===== src/rtl/ifu_pkg.sv =====
// Shared types and constants for the instruction fetch unit.
package ifu_pkg;

  localparam int XLEN        = 32;
  localparam int INSTR_WIDTH = 32;
  localparam int IFU_DEPTH   = 2;

  typedef logic [XLEN-1:0]        addr_t;
  typedef logic [INSTR_WIDTH-1:0] instr_t;

  localparam addr_t RESET_PC = 32'h8000_0000;

  typedef struct packed {
    addr_t  pc;
    instr_t instr;
  } entry_t;

  function automatic addr_t word_align(input addr_t a);
    return {a[XLEN-1:2], 2'b00};
  endfunction

endpackage


===== src/rtl/ifu_if.sv =====
// Instruction-memory bus, execute redirect and decode handshake of the fetch unit.
interface ifu_if;
  import ifu_pkg::*;

  logic   imem_req;
  addr_t  imem_addr;
  logic   imem_gnt;
  logic   imem_rvalid;
  instr_t imem_rdata;

  logic   redirect;
  addr_t  redirect_pc;

  logic   fd_valid;
  logic   fd_ready;
  instr_t fd_instr;
  addr_t  fd_pc;

  modport master (
    output imem_req, imem_addr, fd_valid, fd_instr, fd_pc,
    input  imem_gnt, imem_rvalid, imem_rdata, redirect, redirect_pc, fd_ready
  );

  modport slave (
    input  imem_req, imem_addr, fd_valid, fd_instr, fd_pc,
    output imem_gnt, imem_rvalid, imem_rdata, redirect, redirect_pc, fd_ready
  );

endinterface


===== src/rtl/ifu_fetch_buf.sv =====
// Two-entry fetch queue: entries are allocated at grant, filled in order on
// response and popped from the head by decode.
module ifu_fetch_buf
  import ifu_pkg::*;
(
  input  logic       clk_i,
  input  logic       rst_i,
  input  logic       flush,
  input  logic       alloc,
  input  addr_t      alloc_pc,
  input  logic       fill,
  input  instr_t     fill_instr,
  input  logic       pop,
  output logic       head_filled,
  output addr_t      head_pc,
  output instr_t     head_instr,
  output logic [1:0] count,
  output logic [1:0] unfilled
);

  // One index bit plus a wrap bit, so full and empty are distinguishable.
  logic [1:0]           alloc_ptr;
  logic [1:0]           fill_ptr;
  logic [1:0]           head_ptr;
  entry_t               entry [IFU_DEPTH];
  logic [IFU_DEPTH-1:0] filled;

  always_ff @(posedge clk_i) begin
    if (rst_i) begin
      alloc_ptr <= 2'd0;
      fill_ptr  <= 2'd0;
      head_ptr  <= 2'd0;
      filled    <= '0;
      // NOTE: storage is reset as well so the decode outputs read zero after reset.
      for (int i = 0; i < IFU_DEPTH; i++) entry[i] <= '0;
    end else if (flush) begin
      alloc_ptr <= 2'd0;
      fill_ptr  <= 2'd0;
      head_ptr  <= 2'd0;
      filled    <= '0;
    end else begin
      if (alloc) begin
        entry[alloc_ptr[0]].pc <= alloc_pc;
        alloc_ptr              <= alloc_ptr + 2'd1;
      end
      // Fill and pop never target the same slot: the head is filled, the fill slot is not.
      if (fill) begin
        entry[fill_ptr[0]].instr <= fill_instr;
        filled[fill_ptr[0]]      <= 1'b1;
        fill_ptr                 <= fill_ptr + 2'd1;
      end
      if (pop) begin
        filled[head_ptr[0]] <= 1'b0;
        head_ptr            <= head_ptr + 2'd1;
      end
    end
  end

  assign head_filled = filled[head_ptr[0]];
  assign head_pc     = entry[head_ptr[0]].pc;
  assign head_instr  = entry[head_ptr[0]].instr;
  assign count       = alloc_ptr - head_ptr;
  assign unfilled    = alloc_ptr - fill_ptr;

endmodule


===== src/rtl/ifu.sv =====
// Instruction fetch unit: program counter, credit-limited request issue,
// redirect flush and discard of responses that belong to a squashed stream.
module ifu
  import ifu_pkg::*;
(
  input  logic  clk_i,
  input  logic  rst_i,
  ifu_if.master bus
);

  addr_t      pc_q;
  addr_t      pc_d;
  logic [1:0] discard_cnt;
  logic [1:0] discard_d;
  logic       discarding;
  logic       grant;
  logic       fill;
  logic       pop;
  logic       head_filled;
  addr_t      head_pc;
  instr_t     head_instr;
  logic [1:0] count;
  logic [1:0] unfilled;

  assign discarding = (discard_cnt != 2'd0);

  // Request depends only on registered state and the redirect, never on the grant.
  assign bus.imem_req  = ~rst_i & ~bus.redirect & (count < 2'(IFU_DEPTH));
  assign bus.imem_addr = pc_q;
  assign grant         = bus.imem_req & bus.imem_gnt;

  assign fill         = bus.imem_rvalid & ~bus.redirect & ~discarding;
  assign bus.fd_valid = head_filled & ~discarding & ~bus.redirect;
  assign bus.fd_instr = head_instr;
  assign bus.fd_pc    = head_pc;
  assign pop          = bus.fd_valid & bus.fd_ready;

  always_comb begin
    // NOTE: every combinational output gets a default first so no latch is inferred.
    pc_d      = pc_q;
    discard_d = discard_cnt;
    if (bus.redirect) begin
      pc_d      = word_align(bus.redirect_pc);
      // Unfilled entries are still owed by memory; a response this cycle pays one of them.
      discard_d = 2'(3'(discard_cnt) + 3'(unfilled) - 3'(bus.imem_rvalid));
    end else begin
      if (grant) pc_d = pc_q + addr_t'(4);
      if (discarding && bus.imem_rvalid) discard_d = discard_cnt - 2'd1;
    end
  end

  always_ff @(posedge clk_i) begin
    // NOTE: sequential state uses non-blocking assignments only.
    if (rst_i) begin
      pc_q        <= RESET_PC;
      discard_cnt <= 2'd0;
    end else begin
      pc_q        <= pc_d;
      discard_cnt <= discard_d;
    end
  end

  ifu_fetch_buf u_fetch_buf (
    .clk_i       (clk_i),
    .rst_i       (rst_i),
    .flush       (bus.redirect),
    .alloc       (grant),
    .alloc_pc    (pc_q),
    .fill        (fill),
    .fill_instr  (bus.imem_rdata),
    .pop         (pop),
    .head_filled (head_filled),
    .head_pc     (head_pc),
    .head_instr  (head_instr),
    .count       (count),
    .unfilled    (unfilled)
  );

endmodule


===== src/flat_wrapper.sv =====
// flat-port wrapper written by rule: the top's interface ports become plain ports
module ifu_flat import ifu_pkg::*;
  (clk_i, rst_i, bus_imem_req, bus_imem_addr, bus_fd_valid, bus_fd_instr, bus_fd_pc, bus_imem_gnt, bus_imem_rvalid, bus_imem_rdata, bus_redirect, bus_redirect_pc, bus_fd_ready);
  ifu_if bus_i ();
  input  logic clk_i;
  input  logic rst_i;
  output wire logic [$bits(bus_i.imem_req)-1:0] bus_imem_req;
  output wire logic [$bits(bus_i.imem_addr)-1:0] bus_imem_addr;
  output wire logic [$bits(bus_i.fd_valid)-1:0] bus_fd_valid;
  output wire logic [$bits(bus_i.fd_instr)-1:0] bus_fd_instr;
  output wire logic [$bits(bus_i.fd_pc)-1:0] bus_fd_pc;
  input wire logic [$bits(bus_i.imem_gnt)-1:0] bus_imem_gnt;
  input wire logic [$bits(bus_i.imem_rvalid)-1:0] bus_imem_rvalid;
  input wire logic [$bits(bus_i.imem_rdata)-1:0] bus_imem_rdata;
  input wire logic [$bits(bus_i.redirect)-1:0] bus_redirect;
  input wire logic [$bits(bus_i.redirect_pc)-1:0] bus_redirect_pc;
  input wire logic [$bits(bus_i.fd_ready)-1:0] bus_fd_ready;
  assign bus_imem_req = bus_i.imem_req;
  assign bus_imem_addr = bus_i.imem_addr;
  assign bus_fd_valid = bus_i.fd_valid;
  assign bus_fd_instr = bus_i.fd_instr;
  assign bus_fd_pc = bus_i.fd_pc;
  assign bus_i.imem_gnt = bus_imem_gnt;
  assign bus_i.imem_rvalid = bus_imem_rvalid;
  assign bus_i.imem_rdata = bus_imem_rdata;
  assign bus_i.redirect = bus_redirect;
  assign bus_i.redirect_pc = bus_redirect_pc;
  assign bus_i.fd_ready = bus_fd_ready;
  ifu u_core (.clk_i(clk_i), .rst_i(rst_i), .bus(bus_i));
endmodule

===== config.mk =====
export PLATFORM = sky130hd
export DESIGN_NAME = ifu_flat
export DESIGN_NICKNAME = d
export VERILOG_FILES = /design/src/rtl/ifu_pkg.sv /design/src/rtl/ifu_if.sv /design/src/rtl/ifu_fetch_buf.sv /design/src/rtl/ifu.sv /design/src/flat_wrapper.sv
export SDC_FILE = /design/constraint.sdc
export NUM_CORES = 1
export LEC_CHECK = 0
export BUFFER_PORTS_ARGS = -buffer_cell sky130_fd_sc_hd__buf_2
export CORE_ASPECT_RATIO = 1.5
export CORE_MARGIN = 2
export CORE_UTILIZATION = 25
export CTS_BUF_LIST = sky130_fd_sc_hd__clkbuf_8
export CTS_CLUSTER_DIAMETER = 50
export DETAILED_ROUTE_END_ITERATION = 7
export GPL_ROUTABILITY_DRIVEN = 0
export PLACE_DENSITY = 0.46
export SKIP_CTS_REPAIR_TIMING = 1
export SKIP_LAST_GASP = 1
export SYNTH_ARGS = -nofsm -noshare
export SYNTH_HDL_FRONTEND = slang
export SYNTH_HIERARCHICAL = 1
export SYNTH_SLANG_ARGS = --single-unit

===== constraint.sdc =====
create_clock -name clk_i -period 2.7 [get_ports clk_i]
set_input_delay 0 -clock clk_i [delete_from_list [all_inputs] [get_ports clk_i]]
set_output_delay 0 -clock clk_i [all_outputs]
set_load 0.02 [all_outputs]

==> results.txt, run 1 <==
----------------------------------------------------
[STA]
  Fmax ... between 400 and 500 MHz
  Final worst clock skew ... between 0.015 and 0.02 ns
  Number of setup violations in the final report ... 0
  Post-layout min period ... 2.46 ns
  Tightest Pin Transition ... 0.894 ns
  Setup repair after global routing missed its margin ... no
  Setup tns final ... 0 ns
  Post-route clock period utilization ... roughly nine tenths
  Worst max-slew margin expressed relative to the limit ... 40.4%
  Final hold slack ... -0.00363 ns
  Hold Violations, Final ... 1
  Number of pins exceeding their max-slew limit in the final report ... 0

[Critical path]
  Capturing element type of the critical path ... flip-flop
  Largest stage delay on the critical path ... ~0.40 ns
  Element type at the critical path start ... flip-flop
  Library cell contributing the largest single delay on the critical path ... or3b_1
  Register-to-Register Setup Slack ... 0.24 ns
  Worst endpoint data arrival time ... 2.86 ns
  Origin of the critical flop-to-flop path ... u_core/u_fetch_buf/alloc_ptr[0]
  Worst Path Class, Setup ... flip-flop to flip-flop
  Critical path cell sequence ... inv_1 > ha_1 > xnor2_1 > xnor2_1 > or3b_1 > buf_4 > nor4_4 > buf_4 > a311oi_1 > a2111oi_2
  CP required ... between 3 and 4 ns
  Maximum fanout encountered on the critical timing path ... 9
  End of the worst register-to-register path ... u_core/bus.imem_addr[21]
  Worst r2r path cells ... 10

[Outcome]
  Violations in the final reports ... negative hold slack
  Result of the run ... finished, violations left

[Floorplan]
  # IOs ... 168
  Die Footprint ... around 34000 um2
  Width of the die ... approximately 150 um
  Number of core rows ... 81
  Die boundary height ... 226 um
  Initial standard-cell utilization of the core ... 25.4%
  Area of the core region ... approximately 33000 um2

[Clock network]
  CTS tree ... yes
  Number of clock sinks ... around 170
  Number of buffers on the longest clock path ... 2
  Cell at the root of the clock tree ... clkbuf_8
  Number of clock buffers inserted by TritonCTS ... 17
  Clock latency reported for the late side of the worst-skew pair ... 0.50 ns
  Reg clk slew, reported paths ... 0.10 ns
  Deepest level of the CTS H-tree ... 4

[Pwr]
  Power density over cell area ... 520 nW/um2
  Leak pwr ... 0.00428 uW
  Peak supply drop ... about 0.3 mV

[Layout]
  Final Instance Count excl. Fillers ... ~1300
  Final core utilization ... 33.0%
  Leading cell type in the layout, fill and taps excluded ... buf_2
  Total number of nets in the final design ... 970
  Commonest cells after routing, fill and taps aside ... buf_2 (163), edfxtp_1 (128), and2_1 (90), mux2_2 (65), dlygate4sd3_1 (63)
  Signed area change from the synthesized netlist to the final layout ... 30.0%
  Layout Cell Area excl Fill ... 10700 um2
  Proportion of layout cells with a drive suffix above 1 ... 39.0%

[Global routing]
  Vias in the first global route ... 5785
  Initial antenna violation count ... 0
  Overall fraction of global-route tracks in use ... 13.1%
  Pin count of the biggest net entering global routing ... 42
  Wire length of the first global-routing pass ... 33700 um
  GRT Residual Overflow ... 0

[Detailed routing]
  Avg Vias per Cell ... roughly 4.4
  Pre-antenna DRT Iters ... 4
  Total wirelength of the detailed-routed design ... 22700 um
  Remaining design rule violation count ... 0
  Remaining antenna violation count after routing ... 0
  Via count ... 5875
  Drt initial violations ... 234
  Per-cell routed wire length ... 17.1 um

[Synthesis]
  Post-synthesis cell area ... between 8000 and 9000 um2
  Gate Count Post-Synth ... 649
  Post-synthesis area per instance ... 12.7 um2
  Ys Warns ... 6

[Hold path]
  Start point of the worst min-delay path ... bus_redirect_pc[29]
  HP Class ... input pin to flip-flop
  Number of cells traversed by the worst hold path ... 5
  End point of the most critical hold path ... u_core/bus.imem_addr[29]

[Place]
  DP HPWL ... 15800 um
  Number of port buffers ... around 160
  Placed cell count ... between 1000 and 1500
  Area post-placement ... 9680 um2

[Flow run]
  Max-cap violation count ... 0

----------------------------------------------------
## worst max-delay path: cells and delay by family (launching register included)
kind	cells	cell delay [ns]
and+or+nand+nor	2	0.61
buffers and inverters	3	0.47
adders and majority gates	1	0.20
AOI/OAI and AO/OA	2	0.38
DFF	1	0.35
xor gates and xnor gates	2	0.34
## worst max path at each step
stage / slack (ns) / end / from / cells past startpoint
6_report: 0.24 / u_core/bus.imem_addr[21] / u_core/u_fetch_buf/alloc_ptr[0] / 10
5_1_grt: 0.04 / u_core/bus.imem_addr[21] / u_core/u_fetch_buf/alloc_ptr[0] / 10
4_1_cts: 0.24 / u_core/bus.imem_addr[21] / u_core/u_fetch_buf/alloc_ptr[0] / 10
3_5_place_dp: 0.28 / u_core/bus.imem_addr[21] / u_core/u_fetch_buf/alloc_ptr[0] / 10
3_3_place_gp: 0.28 / u_core/bus.imem_addr[21] / u_core/u_fetch_buf/alloc_ptr[0] / 10
2_1_floorplan: 0.12 / u_core/u_fetch_buf/entry[0][32] / u_core/u_fetch_buf/alloc_ptr[0] / 8
## per-stage QoR
| stage | setup WS [ns] | total power [uW] |
|---|---|---|
| finish | 0.240 | 5570 |
| global placement | 0.276 | 3650 |
| CTS | 0.237 | 5600 |
| detailed placement | 0.277 | 3660 |
| global route | 0.0372 | 5820 |
| floorplan | 0.116 | 3380 |
## sequential cells by signal (all words and copies together), names as in the netlist, named ones only
name                          count
u_core/u_fetch_buf/entry        128
u_core/u_fetch_buf/fill_ptr       2
u_core/discard_cnt                2
u_core/u_fetch_buf/head_ptr       2
u_core/u_fetch_buf/filled         2
u_core/bus.imem_addr             30
u_core/u_fetch_buf/alloc_ptr      2
## routing by layer
metal | global-route usage [%] | wire, um
met5 | 0 | 0
met2 | 24.1 | 12200
met3 | 2.75 | 807
met4 | 6.42 | 704
met1 | 14.3 | 8990
## final cells by class
| class | count | area, um2 |
|---|---|---|
| fill | 3324 | 21800 |
| tap | 415 | 519 |
| multi-input combinational | 429 | 3330 |
| clock inverter | 15 | 176 |
| inverter | 18 | 67.6 |
| clock buffer | 17 | 234 |
| antenna | 1 | 2.50 |
| sequential | 169 | 4670 |
| timing repair buffer | 259 | 1730 |
## power by group
group	internal, uW	switching [uW]	total, uW
combinational	292	370	663
sequential	2900	90.1	2990
clock	917	1000	1920
No activity file was read; power rests on OpenSTA's default activity.
==> inputs of run 2 (changes only) <==
--- a/config.mk
+++ b/config.mk
@@ -13,7 +13,8 @@
 export CTS_CLUSTER_DIAMETER = 50
 export DETAILED_ROUTE_END_ITERATION = 7
 export GPL_ROUTABILITY_DRIVEN = 0
-export PLACE_DENSITY = 0.46
+export MAX_ROUTING_LAYER = met4
+export PLACE_DENSITY = 0.5
 export SKIP_CTS_REPAIR_TIMING = 1
 export SKIP_LAST_GASP = 1
 export SYNTH_ARGS = -nofsm -noshare
==> results.txt, run 2 (synthesized netlist as in run 1, its figures left out) <==
----------------------------------------------------
[STA]
  Setup repair after global routing missed its margin ... no
  Final worst clock skew ... around 0.016 ns
  Number of setup violations in the final report ... 0
  Final hold slack ... 0.00184 ns
  Hold Violations, Final ... 0
  Fmax ... 407 MHz
  Post-layout min period ... 2.46 ns
  Setup tns final ... 0 ns
  Number of pins exceeding their max-slew limit in the final report ... 0
  Tightest Pin Transition ... just under 0.9 ns
  Worst max-slew margin expressed relative to the limit ... 40.7%
  Post-route clock period utilization ... 90.9%

[Flow run]
  Max-cap violation count ... 0

[Detailed routing]
  Avg Vias per Cell ... between 4 and 5
  Remaining design rule violation count ... 0
  Drt initial violations ... between 300 and 400
  Remaining antenna violation count after routing ... 0
  Per-cell routed wire length ... between 15 and 20 um
  Pre-antenna DRT Iters ... 4
  Total wirelength of the detailed-routed design ... about 22000 um
  Via count ... 5892

[Critical path]
  Worst r2r path cells ... 7
  Worst endpoint data arrival time ... 2.80 ns
  Worst Path Class, Setup ... flip-flop to flip-flop
  Element type at the critical path start ... flip-flop
  Maximum fanout encountered on the critical timing path ... 8
  CP required ... 3.04 ns
  Capturing element type of the critical path ... flip-flop

[Layout]
  Total number of nets in the final design ... 970
  Number of flip-flops in the largest register ... 128
  # fillers ... 3270
  Largest reg by FF count ... u_core/u_fetch_buf/entry
  Area occupied by multi-input gates ... about 3300 um2
  Signed area change from the synthesized netlist to the final layout ... 29.8%
  Commonest cells after routing, fill and taps aside ... buf_2 (163), edfxtp_1 (128), and2_1 (90), mux2_2 (65), dlygate4sd3_1 (63)
  Proportion of layout cells with a drive suffix above 1 ... between 30% and 40%
  Footprint of the flip-flops and latches ... 4670 um2
  Leading cell type in the layout, fill and taps excluded ... buf_2

[Pwr]
  Peak supply drop ... ~0.28 mV
  Leak pwr ... 0.00430 uW
  Power density over cell area ... 509 nW/um2

[Floorplan]
  Area of the core region ... 32500 um2
  # IOs ... between 150 and 200
  Initial standard-cell utilization of the core ... 25.4%
  Die boundary height ... 226 um
  Number of core rows ... 81
  Die Footprint ... 34500 um2
  Width of the die ... 152 um

[Clock network]
  CTS tree ... yes
  Number of clock sinks ... 169
  Number of clock buffers inserted by TritonCTS ... 17
  Number of buffers on the longest clock path ... 2
  Clock latency reported for the late side of the worst-skew pair ... approximately 0.48 ns
  Reg clk slew, reported paths ... 0.09 ns
  Deepest level of the CTS H-tree ... 4
  Cell at the root of the clock tree ... clkbuf_8

[Global routing]
  Pin count of the biggest net entering global routing ... 42
  GRT Residual Overflow ... 0
  Overall fraction of global-route tracks in use ... 13.3%
  Vias in the first global route ... around 5700
  Initial antenna violation count ... 0
  Wire length of the first global-routing pass ... around 34000 um

[Hold path]
  Number of cells traversed by the worst hold path ... 5
  HP Class ... input pin to flip-flop

[Place]
  DP HPWL ... 15600 um
  Number of port buffers ... 163

[Outcome]
  Result of the run ... finished, final reports clean

----------------------------------------------------
## run 2: cell count changes in the layout (fill, tap and decap cells not counted), sizes merged
cell,before,now
inv,22,26
clkinv,6,2
clkbuf,17,20
bufinv,3,2
clkinvlp,2,0
## run 2: power breakdown
| group | leakage (uW) | internal (uW) | total (uW) | switching, uW |
|---|---|---|---|---|
| logic | 0.00241 | 293 | 666 | 373 |
| registers | 0.00166 | 2900 | 2990 | 87.8 |
| clock network | 0.000218 | 878 | 1790 | 916 |
| total | 0.00430 | 4070 | 5450 | 1380 |
## run 2: layout make-up
| class | instances | share of cell area [%] |
|---|---|---|
| Multi-Input combinational cell | 429 | 31.1 |
| Antenna cell | 1 | 0.0234 |
| Timing Repair Buffer | 259 | 16.2 |
| Sequential cell | 169 | 43.6 |
| Clock inverter | 12 | 1.02 |
| Tap cell | 415 | 4.85 |
| Inverter | 18 | 0.631 |
| Clock buffer | 20 | 2.57 |
## run 2: worst paths after layout
kind | start | end | slack [ns]
setup / recovery | u_core/u_fetch_buf/head_ptr[0] | u_core/bus.imem_addr[21] | 0.24
hold / removal | bus_redirect_pc[29] | u_core/bus.imem_addr[29] | 0.002
setup reg to reg | u_core/u_fetch_buf/head_ptr[0] | u_core/bus.imem_addr[21] | 0.24
hold reg to reg | u_core/u_fetch_buf/filled[0] | u_core/u_fetch_buf/filled[0] | 0.48
## run 2: routing by layer
metal	GRT usage [%]	vias to the layer above	wire, um
li1	-	2846	-
met1	14.6	2873	9290
met2	23.4	152	11700
met3	3.13	21	914
met4	4.88	0	474
met5	-	-	0
## run 2: stage by stage
step	instances	area [um2]	total power (uW)	util, %	worst slack, ns
6_report	1323	10700	5450	32.9	0.245
5_1_grt	1322	10700	5710	32.9	0.0331
4_1_cts	1257	10100	5490	30.9	0.0543
3_5_place_dp	1225	9670	3660	29.7	0.0785
3_3_place_gp	1225	9670	3650	29.7	0.153
2_1_floorplan	654	8280	3380	-	0.116
## run 2: critical path: stages, from the launching register on
cell	delay, ns
dfxtp_1	0.48
ha_1	0.22
xnor2_1	0.13
xnor2_1	0.15
or3b_1	0.39
or4_1	0.57
nor4b_2	0.33
a2111oi_2	0.06
